File: src/rtl/apb_regbank_if.sv
// APB bus signals between a requester and the apb_regbank register file.
interface apb_regbank_if #(
   parameter int ADDR_W = 8,
   parameter int DATA_W = 32
);
   logic                  PSEL;
   logic                  PENABLE;
   logic                  PWRITE;
   logic [ADDR_W-1:0]     PADDR;
   logic [DATA_W-1:0]     PWDATA;
   logic [DATA_W/8-1:0]   PSTRB;
   logic [DATA_W-1:0]     PRDATA;
   logic                  PREADY;
   logic                  PSLVERR;

   modport master (
      output PSEL, PENABLE, PWRITE, PADDR, PWDATA, PSTRB,
      input  PRDATA, PREADY, PSLVERR
   );

   modport slave (
      input  PSEL, PENABLE, PWRITE, PADDR, PWDATA, PSTRB,
      output PRDATA, PREADY, PSLVERR
   );
endinterface

File: src/rtl/apb_regbank.sv
// APB slave exposing NUM_REGS byte-strobed registers with error decode.
// Optional wait states are built in when APB_REGBANK_WAIT_EN is defined.
//
// state  | meaning
// IDLE   | no transfer; waiting for a setup phase (PSEL=1, PENABLE=0)
// SETUP  | address captured; moves to ACCESS next cycle
// ACCESS | completes when PREADY=1, abandoned when PSEL drops
module apb_regbank #(
   parameter int ADDR_W      = 8,
   parameter int DATA_W      = 32,
   parameter int NUM_REGS    = 16,
   parameter int WAIT_CYCLES = 2
) (
   input logic            PCLK,
   input logic            PRESETn,
   apb_regbank_if.slave   bus
);
   localparam int BYTES = DATA_W / 8;
   localparam int AL    = $clog2(BYTES);
   localparam int IDX_W = (NUM_REGS > 1) ? $clog2(NUM_REGS) : 1;

   if (DATA_W != 8 && DATA_W != 16 && DATA_W != 32) begin : g_bad_data_w
      $error("apb_regbank: DATA_W must be 8, 16 or 32");
   end
   if (WAIT_CYCLES < 0 || WAIT_CYCLES > 15) begin : g_bad_wait
      $error("apb_regbank: WAIT_CYCLES must be 0..15");
   end

   typedef enum logic [1:0] {IDLE, SETUP, ACCESS} state_t;

   state_t              state;
   state_t              state_nxt;
   logic [ADDR_W-1:0]   addr_q;
   logic [ADDR_W-1:0]   idx_full;
   logic [IDX_W-1:0]    idx;
   logic                addr_err;
   logic                cnt_zero;
   logic                ready;
   logic                do_write;
   logic [DATA_W-1:0]   regs [NUM_REGS];

   always_ff @(posedge PCLK or negedge PRESETn) begin
      if (!PRESETn) state <= IDLE;
      else          state <= state_nxt;
   end

   always_comb begin
      state_nxt = state;
      unique case (state)
         IDLE:    if (bus.PSEL && !bus.PENABLE) state_nxt = SETUP;
         SETUP:   state_nxt = ACCESS;
         ACCESS:  if (!bus.PSEL || ready) state_nxt = IDLE;
         default: state_nxt = IDLE;
      endcase
   end

   always_ff @(posedge PCLK or negedge PRESETn) begin
      if (!PRESETn)            addr_q <= '0;
      else if (state == SETUP) addr_q <= bus.PADDR;
   end

`ifdef APB_REGBANK_WAIT_EN
   logic [3:0] wait_cnt;

   // Loaded on SETUP->ACCESS so the stall count restarts for every transfer.
   always_ff @(posedge PCLK or negedge PRESETn) begin
      if (!PRESETn)
         wait_cnt <= '0;
      else if (state == SETUP)
         wait_cnt <= 4'(WAIT_CYCLES);
      else if (state == ACCESS && wait_cnt != '0)
         wait_cnt <= wait_cnt - 4'd1;
   end

   assign cnt_zero = (wait_cnt == '0);
`else
   assign cnt_zero = 1'b1;
`endif

   assign idx_full = addr_q >> AL;
   assign idx      = idx_full[IDX_W-1:0];
   assign addr_err = ((addr_q & ADDR_W'(BYTES - 1)) != '0)
                  || (32'(idx_full) >= 32'(NUM_REGS));

   assign ready    = (state == ACCESS) && bus.PSEL && bus.PENABLE && cnt_zero;
   assign do_write = ready && bus.PWRITE && !addr_err;

   always_ff @(posedge PCLK or negedge PRESETn) begin
      if (!PRESETn) begin
         for (int i = 0; i < NUM_REGS; i++) regs[i] <= '0;
      end else if (do_write) begin
         for (int b = 0; b < BYTES; b++) begin
            if (bus.PSTRB[b]) regs[idx][b*8 +: 8] <= bus.PWDATA[b*8 +: 8];
         end
      end
   end

   assign bus.PREADY  = ready;
   assign bus.PSLVERR = ready && addr_err;
   assign bus.PRDATA  = (ready && !bus.PWRITE && !addr_err) ? regs[idx] : '0;
endmodule
File: src/flat_wrapper.sv
// flat-port wrapper written by rule: the top's interface ports become plain ports
module apb_regbank_flat 
#(
   parameter int ADDR_W      = 8,
   parameter int DATA_W      = 32,
   parameter int NUM_REGS    = 16,
   parameter int WAIT_CYCLES = 2
)
  (PCLK, PRESETn, bus_PSEL, bus_PENABLE, bus_PWRITE, bus_PADDR, bus_PWDATA, bus_PSTRB, bus_PRDATA, bus_PREADY, bus_PSLVERR);
  apb_regbank_if #(.ADDR_W(ADDR_W), .DATA_W(DATA_W)) bus_i ();
  input logic PCLK;
  input logic PRESETn;
  input wire logic [$bits(bus_i.PSEL)-1:0] bus_PSEL;
  input wire logic [$bits(bus_i.PENABLE)-1:0] bus_PENABLE;
  input wire logic [$bits(bus_i.PWRITE)-1:0] bus_PWRITE;
  input wire logic [$bits(bus_i.PADDR)-1:0] bus_PADDR;
  input wire logic [$bits(bus_i.PWDATA)-1:0] bus_PWDATA;
  input wire logic [$bits(bus_i.PSTRB)-1:0] bus_PSTRB;
  output wire logic [$bits(bus_i.PRDATA)-1:0] bus_PRDATA;
  output wire logic [$bits(bus_i.PREADY)-1:0] bus_PREADY;
  output wire logic [$bits(bus_i.PSLVERR)-1:0] bus_PSLVERR;
  assign bus_i.PSEL = bus_PSEL;
  assign bus_i.PENABLE = bus_PENABLE;
  assign bus_i.PWRITE = bus_PWRITE;
  assign bus_i.PADDR = bus_PADDR;
  assign bus_i.PWDATA = bus_PWDATA;
  assign bus_i.PSTRB = bus_PSTRB;
  assign bus_PRDATA = bus_i.PRDATA;
  assign bus_PREADY = bus_i.PREADY;
  assign bus_PSLVERR = bus_i.PSLVERR;
  apb_regbank #(.ADDR_W(ADDR_W), .DATA_W(DATA_W), .NUM_REGS(NUM_REGS), .WAIT_CYCLES(WAIT_CYCLES)) u_core (.PCLK(PCLK), .PRESETn(PRESETn), .bus(bus_i));
endmodule
File: config.mk
export PLATFORM = sky130hd
export DESIGN_NAME = apb_regbank_flat
export DESIGN_NICKNAME = d
export VERILOG_FILES = /design/src/rtl/apb_regbank_if.sv /design/src/rtl/apb_regbank.sv /design/src/flat_wrapper.sv
export SDC_FILE = /design/constraint.sdc
export NUM_CORES = 1
export LEC_CHECK = 0
export CAP_MARGIN = 40
export CORE_ASPECT_RATIO = 0.9
export CORE_MARGIN = 4
export CORE_UTILIZATION = 50
export CTS_BUF_LIST = sky130_fd_sc_hd__clkbuf_4 sky130_fd_sc_hd__clkbuf_8 sky130_fd_sc_hd__clkbuf_16
export CTS_CLUSTER_SIZE = 30
export DETAILED_ROUTE_END_ITERATION = 10
export PLACE_DENSITY_LB_ADDON = 0.1
export SYNTH_ARGS = -nofsm -noshare
export SYNTH_HDL_FRONTEND = slang
export SYNTH_SLANG_ARGS = --single-unit
File: constraint.sdc
create_clock -name PCLK -period 2.8 [get_ports PCLK]
set_input_delay 0.56 -clock PCLK [delete_from_list [all_inputs] [get_ports PCLK]]
set_output_delay 0.56 -clock PCLK [all_outputs]
set_load 0.01 [all_outputs]
== Yosys cells after proc, flatten, opt, wreduce, memory -nomap -nowiden ==
Cells that the tools add are included.
Storage, ports and cells
  word-level logic and storage cells: 70
  input port bits: 49
  register bits: 522
Cells by class
  mux-type cells: 26
  magnitude comparators: 3
  eq/ne operators: 4
  bitwise gates (word level): 1
  reductions and logical operators: 18
Operators by type and width (count)
  $mux W512: 7
  $bwmux W512: 4
  $demux W32 S4: 4
  $bmux W32 S4: 1
  $mux W32: 4
  $mux W24: 1
  $mux W16: 1
  $logic_and A1 B1 Y1: 9
  $mux W8: 1
  $reduce_bool A8 Y1: 1
  $ge A6 B5 Y1 const B: 1
  $pmux W2 S3: 1
  $ge A5 B5 Y1 const B: 1
  $lt A5 B1 Y1 const B: 1
  $not A4 Y5: 1
  $logic_not A1 Y1: 4
  $mux W2: 2
  $ne A2 B1 Y1 const B: 2
  $eq A2 B1 Y1 const B: 1
  $eq A2 B2 Y1 const B: 1
  $logic_not A2 Y1: 1
  $logic_or A1 B1 Y1: 2
  $reduce_and A2 Y1: 1

== Logic depth before layout (Yosys ltp) ==
  depth after elaboration: 16
  depth in mapped cells: 7
  gate-level depth less buffers: 4

== Least setup slack after synthesis ==
OpenSTA, ideal clock, no wires.
  path type: flip-flop to output port
  start point: register u_core.addr_q[2]
  end point: output port bus_PRDATA[22]
  stages on the path, launching flop included: 6
  path slack: 0.362 ns
  arrival: 1.878 ns
  cells stage by stage: dfrtp_1 -> clkbuf_1 -> buf_1 -> mux4_2 -> mux2i_1 -> o21ai_0
Between the ends
  cells in the longest elaborated chain, start to end: 5
  elaborated cells between the ends (all ways): 9
Ends and longest elaborated chain
  start: declaration: RTL line apb_regbank.sv:33  | logic [ADDR_W-1:0] addr_q;
  start signal: assignment: RTL line apb_regbank.sv:59  | else if (state == SETUP) addr_q <= bus.PADDR;
  $ge A6 B5 Y1 / $not A4 Y5 (equally long branches): RTL line apb_regbank.sv:83, apb_regbank.sv:100
  $logic_or A1 B1 Y1 / $bmux W32 S4 (equally long branches): RTL line apb_regbank.sv:83, apb_regbank.sv:100
  $logic_not A1 Y1 / $mux W32 (equally long branches): RTL line apb_regbank.sv:100  | assign bus.PRDATA = (ready && !bus.PWRITE && !addr_err) ? regs[idx] : '0;
  $logic_and A1 B1 Y1 / $mux W32 (equally long branches): RTL line apb_regbank.sv:100
  $mux W32 (*): RTL line apb_regbank.sv:100
  end: declaration: RTL line flat_wrapper.sv:19  | output wire logic [$bits(bus_i.PRDATA)-1:0] bus_PRDATA;
Every way passes the cells marked *; elsewhere a longest branch is shown, timed or not. The select of a mux whose other input is x is not followed.

== Final worst setup path ==
  start point: register u_core.addr_q[2]
  end point: output port bus_PRDATA[12]
The elaborated chain is that of the path after synthesis.

==> reports/summary.md <==
The fraction of synthesized cell area taken by the top area cell type was 0.534; the routability congestion estimate from global placement was 0.769. Yosys attributes the largest share of cell area to sky130_fd_sc_hd__dfrtp_1, sky130_fd_sc_hd__mux2_2, sky130_fd_sc_hd__mux4_2. The async set-or-reset flop fraction in the synthesized netlist is 1.00, and the logic depth of the worst register-to-register path is 8.

After detailed routing, the number of remaining DRC violations is 0. Startpoint type of the worst setup path: a register. In this run the worst setup path begins at u_core.addr_q[2]. Dividing the detail-routed wire length by the instance count gives 24.6 um. For the count of antenna-violating nets left after detailed routing, the log shows 0.

Counting the buffers created by CTS gives 54. The critical path data arrival time is 2590 ps, and the post-route fraction of the period consumed by the critical path is 1.12. In this run the cell area of the synthesized design comes to 24500 um2. The relative slew slack came out at 0.466. In this run the worst setup path terminates at bus_PRDATA[12]. The worst path needs 3150 ps of the cycle, external delays included.

The number of search-and-repair iterations in the first detailed-routing pass was 5; the share of layout cells above drive strength 1 was 0.647. In this run the count of I/O pins placed on the die edge is 83. In this run, synthesis produced a sequential element count of 522. Across all register-to-register paths, the minimum setup slack is 270 ps.

For the detailed placer's ending HPWL, the log shows 38000 um. Clock tree synthesis selected as its root buffer the cell sky130_fd_sc_hd__clkbuf_16. Entering global routing, the biggest net connects 90 pins.

Initial antenna violation count: 0. By count the netlist is led by sky130_fd_sc_hd__mux2_2, sky130_fd_sc_hd__dfrtp_1, sky130_fd_sc_hd__mux4_2. The initial cell density of the core is 0.509. For the maximum clock frequency, the log shows 318 MHz. Input and output buffers added on the ports amount to 82.

The startpoint-to-endpoint class of the critical path is register to output port. For this run, the number of Yosys warnings is 0. Primary flip-flop cell chosen by synthesis mapping: sky130_fd_sc_hd__dfrtp_1. The area growth from synthesis to layout is 25.7%.

The die is 241 um wide. For the final core utilization, the log shows 0.639. In this run the core area contains 76 standard-cell rows. The synthesized design contains 0 enable-type register cells. The final reports fail on negative setup slack. For the pin with the worst max-slew slack, the measured transition is 800 ps.

The aggregate global-route resource usage is 0.233, and the TritonCTS sink count is 522. The worst register-to-register path begins at u_core.addr_q[6]. The final instance area was 30700 um2; the CTS clock-pin slew for the worst setup and hold paths was 70 ps. The synthesized netlist contains 38 unique library cells. The first global-routing pass estimated 93600 um of wire. The average size of a mapped cell came out at 16.4 um2.

The most common cell in the synthesized netlist was sky130_fd_sc_hd__mux2_2. Setup repair after global routing could not meet its margin everywhere. The leftover overflow at the end of global routing is 0, and the standby leakage power is 15.0 nW. For this block, the initial DRC count from the detailed router was 625. Counting every instance in the synthesized netlist gives 1491.

For the worst-case vdd ir drop, the log shows 0.423 mV. The logs give 59700 um for the post-detailed-routing wire length and 3 for the maximum root-to-sink buffer count. The logs give 0 for the max-slew violation count and 0 for the reported max-cap violation count. The core region is 48100 um2. TritonCTS built the clock tree. The synthesized design spends more area on one cell type than any other, namely sky130_fd_sc_hd__dfrtp_1.

The worst register-to-register path ends at u_core.regs[245]. The die is 218 um tall. Summing all placed instances gives a cell area of 27900 um2. The flow ran to the end, but the final reports show violations. The share of the yosys chip area belonging to registers was 0.534. Summing all multi-input logic gate instances after layout gives 11300 um2. For the number of global-route vias before repair, the log shows 15300. Along the worst path, the maximum fanout reaches 6. The maximum level of the CTS H-tree was 2. The cell area power density was 606 nW/um2. The run gives 0 as the number of inserted diodes.

The final route contains 14100 vias. The worst setup path is captured at an output port. For the worst path required time, the log shows 2240 ps.

The detail-routed via count per cell works out to 5.83. Clock latency on the worst-skew pair, taken at its later pin, is 600 ps. The logs give 0 for the final hold violation count and 3533 for the filler cell count in the final layout. The synthesized net count is 1540, and the footprint of the flip-flops and latches is 13100 um2. For the final layout net count, the log shows 1806.

The type of the worst min-delay path was input port to asynchronous set/reset pin. For the setup-violating endpoint count in the final report, the log shows 32. The floorplan step defined a die boundary enclosing 52600 um2. The final worst-path setup slack is -347 ps, and the setup clock skew after layout is 12.9 ps.
==> worst min path at each step <==
stage / startpoint / endpoint / slack [ps] / depth (start not counted)
3_3_place_gp: u_core.regs[127] / u_core.regs[127] / 480 / 1
4_1_cts: PRESETn / u_core.regs[387] / 480 / 2
3_5_place_dp: u_core.regs[174] / u_core.regs[174] / 490 / 1
6_report: PRESETn / u_core.regs[387] / 490 / 2
2_1_floorplan: PRESETn / u_core.addr_q[0] / 260 / 0
5_1_grt: PRESETn / u_core.regs[387] / 500 / 2
==> final cells by class <==
type,count,share of cell area
flip-flops and latches,522,0.425
well taps,624,0.0254
clock inverters,19,0.00977
inverters,1,0.000122
clock buffers,80,0.0542
repair buffers,305,0.118
multi-input cells,873,0.367
==> logic make-up after synthesis <==
| group | Yosys count | synth area share |
|---|---|---|
| simple gates | 129 | 0.0518 |
| mux | 712 | 0.389 |
| buf+inv | 96 | 0.0192 |
| flops | 522 | 0.534 |
| compound gates | 32 | 0.00654 |
==> critical path, cell delays in order, from the launching register on <==
cell	delay [ps]
sky130_fd_sc_hd__dfrtp_4	520
sky130_fd_sc_hd__buf_12	160
sky130_fd_sc_hd__buf_8	130
sky130_fd_sc_hd__buf_12	140
sky130_fd_sc_hd__buf_4	150
sky130_fd_sc_hd__mux4_2	440
sky130_fd_sc_hd__mux2i_2	210
sky130_fd_sc_hd__o21ai_1	90
sky130_fd_sc_hd__buf_2	150
==> placed cells by master, fill, tap and decap left out, drive strengths merged, types with 32 or more instances in the layout <==
master and n:
buf 253, clkbuf 82, clkdlybuf4s50 49, dfrtp 522, mux2 552, mux2i 32
mux4 128, nand2 39, nor3 57, o21ai 32
==> per-layer routing <==
metal  part of all wire  track usage  vias to the layer above
li1                   -            -                     6175
met1               0.46        0.341                     7646
met2               0.49        0.380                      239
met3              0.036       0.0293                       75
met4              0.019       0.0520                        0
met5                  0            0                        -
==> power by group <==
group | leakage [nW] | switching, mW | internal, mW
combinational | 6.75 | 1.48 | 1.56
clock | 0.985 | 3.00 | 4.85
sequential | 7.27 | 0.114 | 7.64
total | 15.0 | 4.59 | 14.1
==> sequential cells by signal, summed over array words and instances, names as in the netlist <==
register	cells
u_core.addr_q	8
u_core.regs	512
u_core.state	2
==> stage by stage <==
stage	hold WS [ps]	TNS, ps	total power, mW	worst slack, ps	instances
global route	503	-11720	19.3	-444	2424
global placement	484	-12310	10.4	-561	2275
CTS	482	-12140	18.7	-470	2410
finish	486	-8870	18.6	-347	2424
floorplan	264	0	9.22	362	1491
detailed placement	490	-16640	10.4	-604	2275
==> timing repair <==
action | 4_1_cts | 5_1_grt
hold buffers | 1 | 0
pin swaps | 12 | 19
endpoints found under the hold margin | 45 | 0
gates cloned | 1 | 2
buffers inserted | 38 | 18
resized for setup | 253 | 55
endpoints found under the setup margin | 32 | 33
Note: power is estimated with default switching activity, not from simulation.
